--- src/rtl/clk_prescaler.sv ---
// clk_prescaler: programmable prescaler that emits a one-cycle otick every D
// cycles of iclk. A new divisor is loaded via iload/oack. By default a load
// made while running is deferred to the end of the current period, so no
// glitched tick is produced.
// Optional macro CLK_PRESCALER_PHASE_ALIGN_EN: loads made while running take
// effect immediately and restart the phase; the PEND state is never entered
// and obusy stays 0.

module clk_prescaler #(
    parameter int unsigned W         = 16,
    parameter int unsigned RESET_DIV = 2
) (
    input  logic         iclk,
    input  logic         irst_n,
    input  logic         ien,
    input  logic [W-1:0] idiv,
    input  logic         iload,
    output logic         oack,
    output logic         otick,
    output logic         obusy
);

    localparam logic [W-1:0] RST_DIV = W'(RESET_DIV);
    localparam logic [W-1:0] RST_CNT = W'(RESET_DIV - 1);
    localparam logic [W-1:0] ONE     = W'(1);

    typedef enum logic [1:0] {
        S_IDLE = 2'd0,
        S_RUN  = 2'd1,
        S_PEND = 2'd2
    } state_t;

    state_t       r_state;
    logic [W-1:0] r_div;
    logic [W-1:0] r_pend;
    logic [W-1:0] r_cnt;

    logic [W-1:0] w_d;
    logic [W-1:0] w_d_m1;
    logic [W-1:0] w_div_m1;
    logic [W-1:0] w_pend_m1;
    logic         w_cnt_zero;

    // Requested divisor with 0 promoted to 1, plus reload values
    assign w_d        = (idiv == '0) ? ONE : idiv;
    assign w_d_m1     = w_d - ONE;
    assign w_div_m1   = r_div - ONE;
    assign w_pend_m1  = r_pend - ONE;
    assign w_cnt_zero = (r_cnt == '0);

`ifndef CLK_PRESCALER_PHASE_ALIGN_EN
    logic [W-1:0] w_commit;
    logic [W-1:0] w_commit_m1;

    // Value committed at the terminal count in PEND; a same-edge load wins
    assign w_commit    = iload ? w_d : r_pend;
    assign w_commit_m1 = w_commit - ONE;
`endif

    // Control FSM with counter, divisor registers and registered outputs
    always_ff @(posedge iclk) begin
        if (!irst_n) begin
            r_state <= S_IDLE;
            r_div   <= RST_DIV;
            r_cnt   <= RST_CNT;
            r_pend  <= '0;
            otick   <= 1'b0;
            oack    <= 1'b0;
            obusy   <= 1'b0;
        end else begin
            otick <= 1'b0;
            oack  <= 1'b0;
            case (r_state)
                S_IDLE: begin
                    obusy <= 1'b0;
                    r_cnt <= w_div_m1;
                    if (iload) begin
                        r_div <= w_d;
                        r_cnt <= w_d_m1;
                        oack  <= 1'b1;
                    end
                    if (ien) begin
                        r_state <= S_RUN;
                    end
                end

                S_RUN, S_PEND: begin
                    if (!ien) begin
                        // Stop: no tick on this edge, any pending value is committed
                        r_state <= S_IDLE;
                        obusy   <= 1'b0;
                        if (iload) begin
                            r_div <= w_d;
                            r_cnt <= w_d_m1;
                            oack  <= 1'b1;
                        end else if (r_state == S_PEND) begin
                            r_div <= r_pend;
                            r_cnt <= w_pend_m1;
                            oack  <= 1'b1;
                        end else begin
                            r_cnt <= w_div_m1;
                        end
                    end else begin
`ifdef CLK_PRESCALER_PHASE_ALIGN_EN
                        obusy   <= 1'b0;
                        r_state <= S_RUN;
                        if (iload) begin
                            // Immediate apply: phase restarts at this edge
                            r_div <= w_d;
                            r_cnt <= w_d_m1;
                            oack  <= 1'b1;
                        end else if (w_cnt_zero) begin
                            otick <= 1'b1;
                            r_cnt <= w_div_m1;
                        end else begin
                            r_cnt <= r_cnt - ONE;
                        end
`else
                        if (w_cnt_zero) begin
                            otick <= 1'b1;
                            if (r_state == S_PEND) begin
                                // Old period ends here; new divisor starts now
                                r_div   <= w_commit;
                                r_cnt   <= w_commit_m1;
                                oack    <= 1'b1;
                                r_state <= S_RUN;
                                obusy   <= 1'b0;
                            end else begin
                                r_cnt <= w_div_m1;
                                if (iload) begin
                                    r_pend  <= w_d;
                                    r_state <= S_PEND;
                                    obusy   <= 1'b1;
                                end
                            end
                        end else begin
                            r_cnt <= r_cnt - ONE;
                            if (iload) begin
                                r_pend  <= w_d;
                                r_state <= S_PEND;
                                obusy   <= 1'b1;
                            end
                        end
`endif
                    end
                end

                default: begin
                    r_state <= S_IDLE;
                    r_cnt   <= w_div_m1;
                    obusy   <= 1'b0;
                end
            endcase
        end
    end

endmodule

--- config.mk ---
export PLATFORM = sky130hd
export DESIGN_NAME = clk_prescaler
export DESIGN_NICKNAME = d
export VERILOG_FILES = /design/src/rtl/clk_prescaler.sv
export SDC_FILE = /design/constraint.sdc
export NUM_CORES = 1
export LEC_CHECK = 0
export BUFFER_PORTS_ARGS = -buffer_cell sky130_fd_sc_hd__clkbuf_2
export CAP_MARGIN = 20
export CORE_MARGIN = 10
export CORE_UTILIZATION = 65
export CTS_BUF_LIST = sky130_fd_sc_hd__clkbuf_8
export DETAILED_ROUTE_END_ITERATION = 8
export PLACE_DENSITY = 0.9
export SLEW_MARGIN = 20
export SYNTH_ARGS = -nofsm -noshare
export SYNTH_HDL_FRONTEND = slang
export SYNTH_SLANG_ARGS = --single-unit
--- constraint.sdc ---
create_clock -name iclk -period 4.6 [get_ports iclk]
set_input_delay 0.46 -clock iclk [delete_from_list [all_inputs] [get_ports iclk]]
set_output_delay 0.46 -clock iclk [all_outputs]
set_load 0.1 [all_outputs]
### Word-level counts from Yosys, hierarchy flattened

Cells that the tools add are included.

| cells by class | value |
|---|---|
| add/subtract/negate cells | 5 |
| multipliers | 0 |
| divide/modulo/power cells | 0 |
| $lt $le $gt $ge | 0 |
| equal/unequal tests | 8 |
| shifts and indexed selects | 0 |
| muxes and demuxes | 34 |
| bitwise logic cells | 0 |
| reduce and logical (&&, ||, !) cells | 8 |

Operators by type and width:

| operator | count |
|---|---|
| $mux W16 | 16 |
| $sub A16 B1 Y16 const B | 5 |
| $pmux W16 S2 | 2 |
| $logic_not A16 Y1 | 2 |
| $mux W2 | 5 |
| $mux W1 | 9 |
| $ne A3 B3 Y1 const B | 3 |
| $ne A2 B2 Y1 const B | 3 |
| $reduce_and A3 Y1 | 2 |
| $reduce_and A5 Y1 | 1 |
| $pmux W2 S2 | 1 |
| $eq A2 B1 Y1 const B | 1 |
| $eq A2 B2 Y1 const B | 1 |
| $logic_not A2 Y1 | 1 |
| $pmux W1 S2 | 1 |
| $reduce_bool A2 Y1 | 1 |
| $reduce_or A2 Y1 | 1 |

| storage, ports and cells | value |
|---|---|
| register bits after elaboration | 53 |
| latch bits | 0 |
| memory bits (writable) | 0 |
| memory bits (read-only) | 0 |
| bits of input ports | 20 |
| output and inout port bits | 3 |
| logic and storage cells | 62 |
| memories | 0 |

### Longest topological paths before layout

| depth | value |
|---|---|
| word-level depth | 8 |
| depth in mapped cells | 12 |
| gate-level depth less buffers | 11 |

### Least setup slack after synthesis

No wires, ideal clock.

| timing path | value |
|---|---|
| kind | input port to flip-flop |
| start point | input iload |
| end point | register r_cnt[10] |
| setup time | 0.127 ns |
| data arrival time | 2.918 ns |
| required time | 4.473 ns |
| slack | 1.555 ns |
| stages | 12 |
| buffers on the path | 4 |
| cells stage by stage | buf_1 buf_2 buf_2 buf_2 mux2i_1 ha_1 nand2_1 nor3_1 xor2_1 a21oi_1 o311ai_0 a21oi_1 |

| on the way | value |
|---|---|
| word-level cells in the longest chain between the ends | 6 |
| elaborated cells between the ends (all ways) | 8 |
| classes of those cells | add/sub (1); mux (7) |

Ends and longest elaborated chain:

| what | RTL line | source |
|---|---|---|
| start, declared | 17 | `input logic iload,` |
| $mux W16 | n/a |  |
| $sub A16 B1 Y16 | 57 | `assign w_commit_m1 = w_commit - ONE;` |
| $mux W16 | 121 | `if (r_state == S_PEND) begin` |
| $mux W16 | 119 | `if (w_cnt_zero) begin` |
| $mux W16 | 88 | `if (!ien) begin` |
| $pmux W16 S2 (*) | 73 | `case (r_state)` |
| end signal, assigned | 76 | `r_cnt <= w_div_m1;` |
| end signal, assigned | 79 | `r_cnt <= w_d_m1;` |
| end signal, assigned | 124 | `r_cnt <= w_commit_m1;` |
| end, declared | 36 | `logic [W-1:0] r_cnt;` |

Mark *: on every way between the ends. The rest lies on a longest branch, timed or not.
A chain may end at the register's enable or synchronous reset.

### Worst setup path after layout

| timing path | value |
|---|---|
| start point | register r_cnt[10] |
| end point | register r_div[11] |

| on the way | value |
|---|---|
| word-level cells in the longest chain between the ends | 3 |

Ends and longest elaborated chain:

| what | RTL line | source |
|---|---|---|
| start signal, assigned | 76 |  |
| start signal, assigned | 79 |  |
| start signal, assigned | 94 | `r_cnt <= w_d_m1;` |
| $logic_not A16 Y1 | 49 | `assign w_cnt_zero = (r_cnt == '0);` |
| $ne A3 B3 Y1 (no source line) | n/a |  |
| $reduce_and A5 Y1 (no source line) | n/a |  |
| end signal, assigned | 78 | `r_div <= w_d;` |
| end signal, assigned | 93 | `r_div <= w_d;` |
| end signal, assigned | 97 | `r_div <= r_pend;` |
| end, declared | 34 | `logic [W-1:0] r_div;` |

Every way passes these cells.

==> flow_summary.yaml <==
power_and_ir_drop:
  power.total_uw: 1660
  power.leakage_uw: 0.00183
  p_per_area_mw_per_mm2: 335
  ir_worst_vdd_v: 0.000211
worst_setup_path:
  path_cells: "nor4_1 > nand4_1 > nor2_1 > nor2_2 > nor2_1 > buf_4 > o211ai_1 > a21oi_1"
  required_ns: 4.85
  endpoint: "r_div[11]$_SDFFE_PN0P_"
  critPathKind: "register to register"
  r2r-start: "r_cnt[10]$_SDFF_PN0_"
  reg2reg_depth: 8
  cp.arrival_ns: 3.35
  r2r_end: "r_div[11]$_SDFFE_PN0P_"
  startpoint_type: "register"
  crit_slowest_cell: "nor4_1"
  path_buf_inv: 1
  path_max_fanout: 17
  crit_path_max_incr_delay_ns: 0.67
  crit_cells: 8
  rrSetupSlack_ns: 1.49
  end_kind: "register"
  startpoint: "r_cnt[10]$_SDFF_PN0_"
  cp_top_family: "simple AND/OR/NAND/NOR gates"
  path_common_cell: "nor2_1"
routing:
  first_pass_iters: 5
  dr_wl_met2_um: 7030
  finalWirelength_um: 16300
  first_iter_violations: 611
  antenna_left: 0
  wl_met3_um: 2060
  routed_via_density: 7.18
  dr.max_layer_used: "met4"
  drt-met1-wl_um: 6690
  dr_total_vias: 5306
  wl_per_cell_um: 22.1
  drc: 0
clocking:
  clockBufferDepth: 2
  clock_latency_ns: 0.32
  cts_tree: "done"
  postCtsHoldBufs: 0
  path_clk_slew_ns: 0.11
  cts_resized: 0
  cts_sinks: 53
  htree_num_levels: 2
  cts_root_buf: "clkbuf_8"
  post_cts_buffers: 0
  numCtsBuffers: 5
layout:
  multi_input_area_mm2: 0.00339
  drive_gt1_frac: 0.0964
  area_growth_pct: 5.52
  num_antenna_cells: 0
  final_area_mm2: 0.00495
  seq_area_mm2: 0.00106
  fillers: 634
  nNetsFinal: 669
synthesis:
  synthCells: 648
  synth.most_common_cell: "nand2_1"
  yosysTopAreaCell: "dfxtp_1"
  synth-main-ff-cell: "dfxtp_1"
  synth_nets: 675
  syn_area_mm2: 0.00470
  async_flop_share: 0
  ys_types: 66
  synth.ff_latch_count: 53
  postSynthAreaPerCell_um2: 7.25
  synth.top_cell.area_share: 0.226
  ys_warn_count: 0
  synth-edff-count: 0
  ys_top_cells_by_count: "nand2_1 (74), nor2_1 (68), dfxtp_1 (53), a21oi_1 (48), clkbuf_1 (38)"
  synthTopCellsByArea: "dfxtp_1 (23%), mux2i_1 (6.0%), nand2_1 (5.9%), nor2_1 (5.4%), xnor2_1 (5.4%)"
  ys_seq_area_frac: 0.226
flow_run:
  cap_violations: 0
grt:
  grt_max_degree: 35
  grt_remaining_overflow: 0
  grt_pass1_vias: 4803
  antenna_found_initial: 0
  gr-usage-all-layers: 0.282
  grt_pass1_wl_um: 25700
die:
  ios: 23
  core-area_mm2: 0.00691
  row_count: 30
  die_height_um: 105
  dieArea_mm2: 0.0110
  start_util: 0.680
  dieWidth_um: 105
min_path:
  hold_path.class: "primary input to register"
  worstHoldPathCells: 3
  hold_start: "idiv[5]"
placed_design:
  dpl.hpwl_um: 12100
  numPortBuffers: 22
  pre_cts_ws_ns: 1.49
  place_area_mm2: 0.00484
  gp_congestion: 0.999
timing:
  tightest_slew_ns: 0.907
  rsz0062_at_grt: "no"
  slew_headroom: 0.394
  slew_viol_final: 0
  fin_tns_setup_ns: 0
  fin_crit_sh: 0.675
  clock.fmax_mhz: 322
  skew_ns: 0.00835
  hold_viol_final: 0
  min_period_ns: 3.11
  holdWs_ns: 0.469
  worst_slack_ns: 1.49
  finalSetupViolations: 0
status:
  outcome: "complete, no violations"
[where the power goes]
part	leakage (uW)	internal [uW]	switching (uW)
clock	0.0000591	167	182
combinational	0.00133	270	456
sequential	0.000436	512	72.2
[stage by stage]
step | utilization | instances
3_3_place_gp | 0.701 | 731
6_report | 0.717 | 739
5_1_grt | 0.717 | 739
2_1_floorplan | - | 648
3_5_place_dp | 0.701 | 731
4_1_cts | 0.717 | 739
[worst min-delay path by stage]
| stage | endpoint | slack, ns |
|---|---|---|
| 3_3_place_gp | r_div[15]$_SDFFE_PN0P_ | 0.45 |
| 2_1_floorplan | r_div[15]$_SDFFE_PN0P_ | 0.44 |
| 4_1_cts | r_pend[5]$_SDFFE_PN0P_ | 0.46 |
| 6_report | r_pend[5]$_SDFFE_PN0P_ | 0.47 |
| 5_1_grt | r_pend[5]$_SDFFE_PN0P_ | 0.49 |
| 3_5_place_dp | r_div[15]$_SDFFE_PN0P_ | 0.47 |
[sequential cells by signal, summed over array words and instances, names as in the netlist]
name	count
obusy	1
r_div	16
r_pend	16
oack	1
otick	1
r_state	2
r_cnt	16
[cell families after synthesis]
| logic type | Yosys count | share of synthesized area |
|---|---|---|
| compound gates | 182 | 0.265 |
| xor+xnor | 49 | 0.0914 |
| fa+ha+maj | 7 | 0.0187 |
| buf+inv | 64 | 0.0528 |
| flops | 53 | 0.226 |
| mux | 34 | 0.0741 |
| simple gates | 259 | 0.272 |
[cell usage in the layout, fill, tap and decap left out, types with 15 or more instances in the layout]
master and n:
o21ai_0 23, nor4_1 20, clkbuf_2 22, xor2_1 20, nand3_1 17, nor2_1 67
a21oi_1 48, a211oi_1 22, dfxtp_1 53, o211ai_1 16, nand2_1 74, mux2i_1 28
xnor2_1 29, nor3_1 23, inv_1 15
[layout make-up]
type / instances / area share
timing repair buffer: 35 / 0.0419
clock inverter: 3 / 0.00960
multi-input combinational: 531 / 0.684
sequential: 53 / 0.214
inverter: 16 / 0.0121
clock buffer: 5 / 0.0139
tap: 96 / 0.0242
[metal layers]
layer | GRT usage | vias to the layer above
met2 | 0.420 | 383
met5 | 0 | -
met1 | 0.381 | 2454
li1 | - | 2412
met4 | 0.106 | 0
met3 | 0.0713 | 57
[worst reg2reg max path, cell delays in order (launching register included)]
cell and delay (ns):
dfxtp_1 0.38, nor4_1 0.67, nand4_1 0.43, nor2_1 0.47, nor2_2 0.08, nor2_1 0.40
buf_4 0.31, o211ai_1 0.13, a21oi_1 0.18
Note: power is estimated with default switching activity, not from simulation.
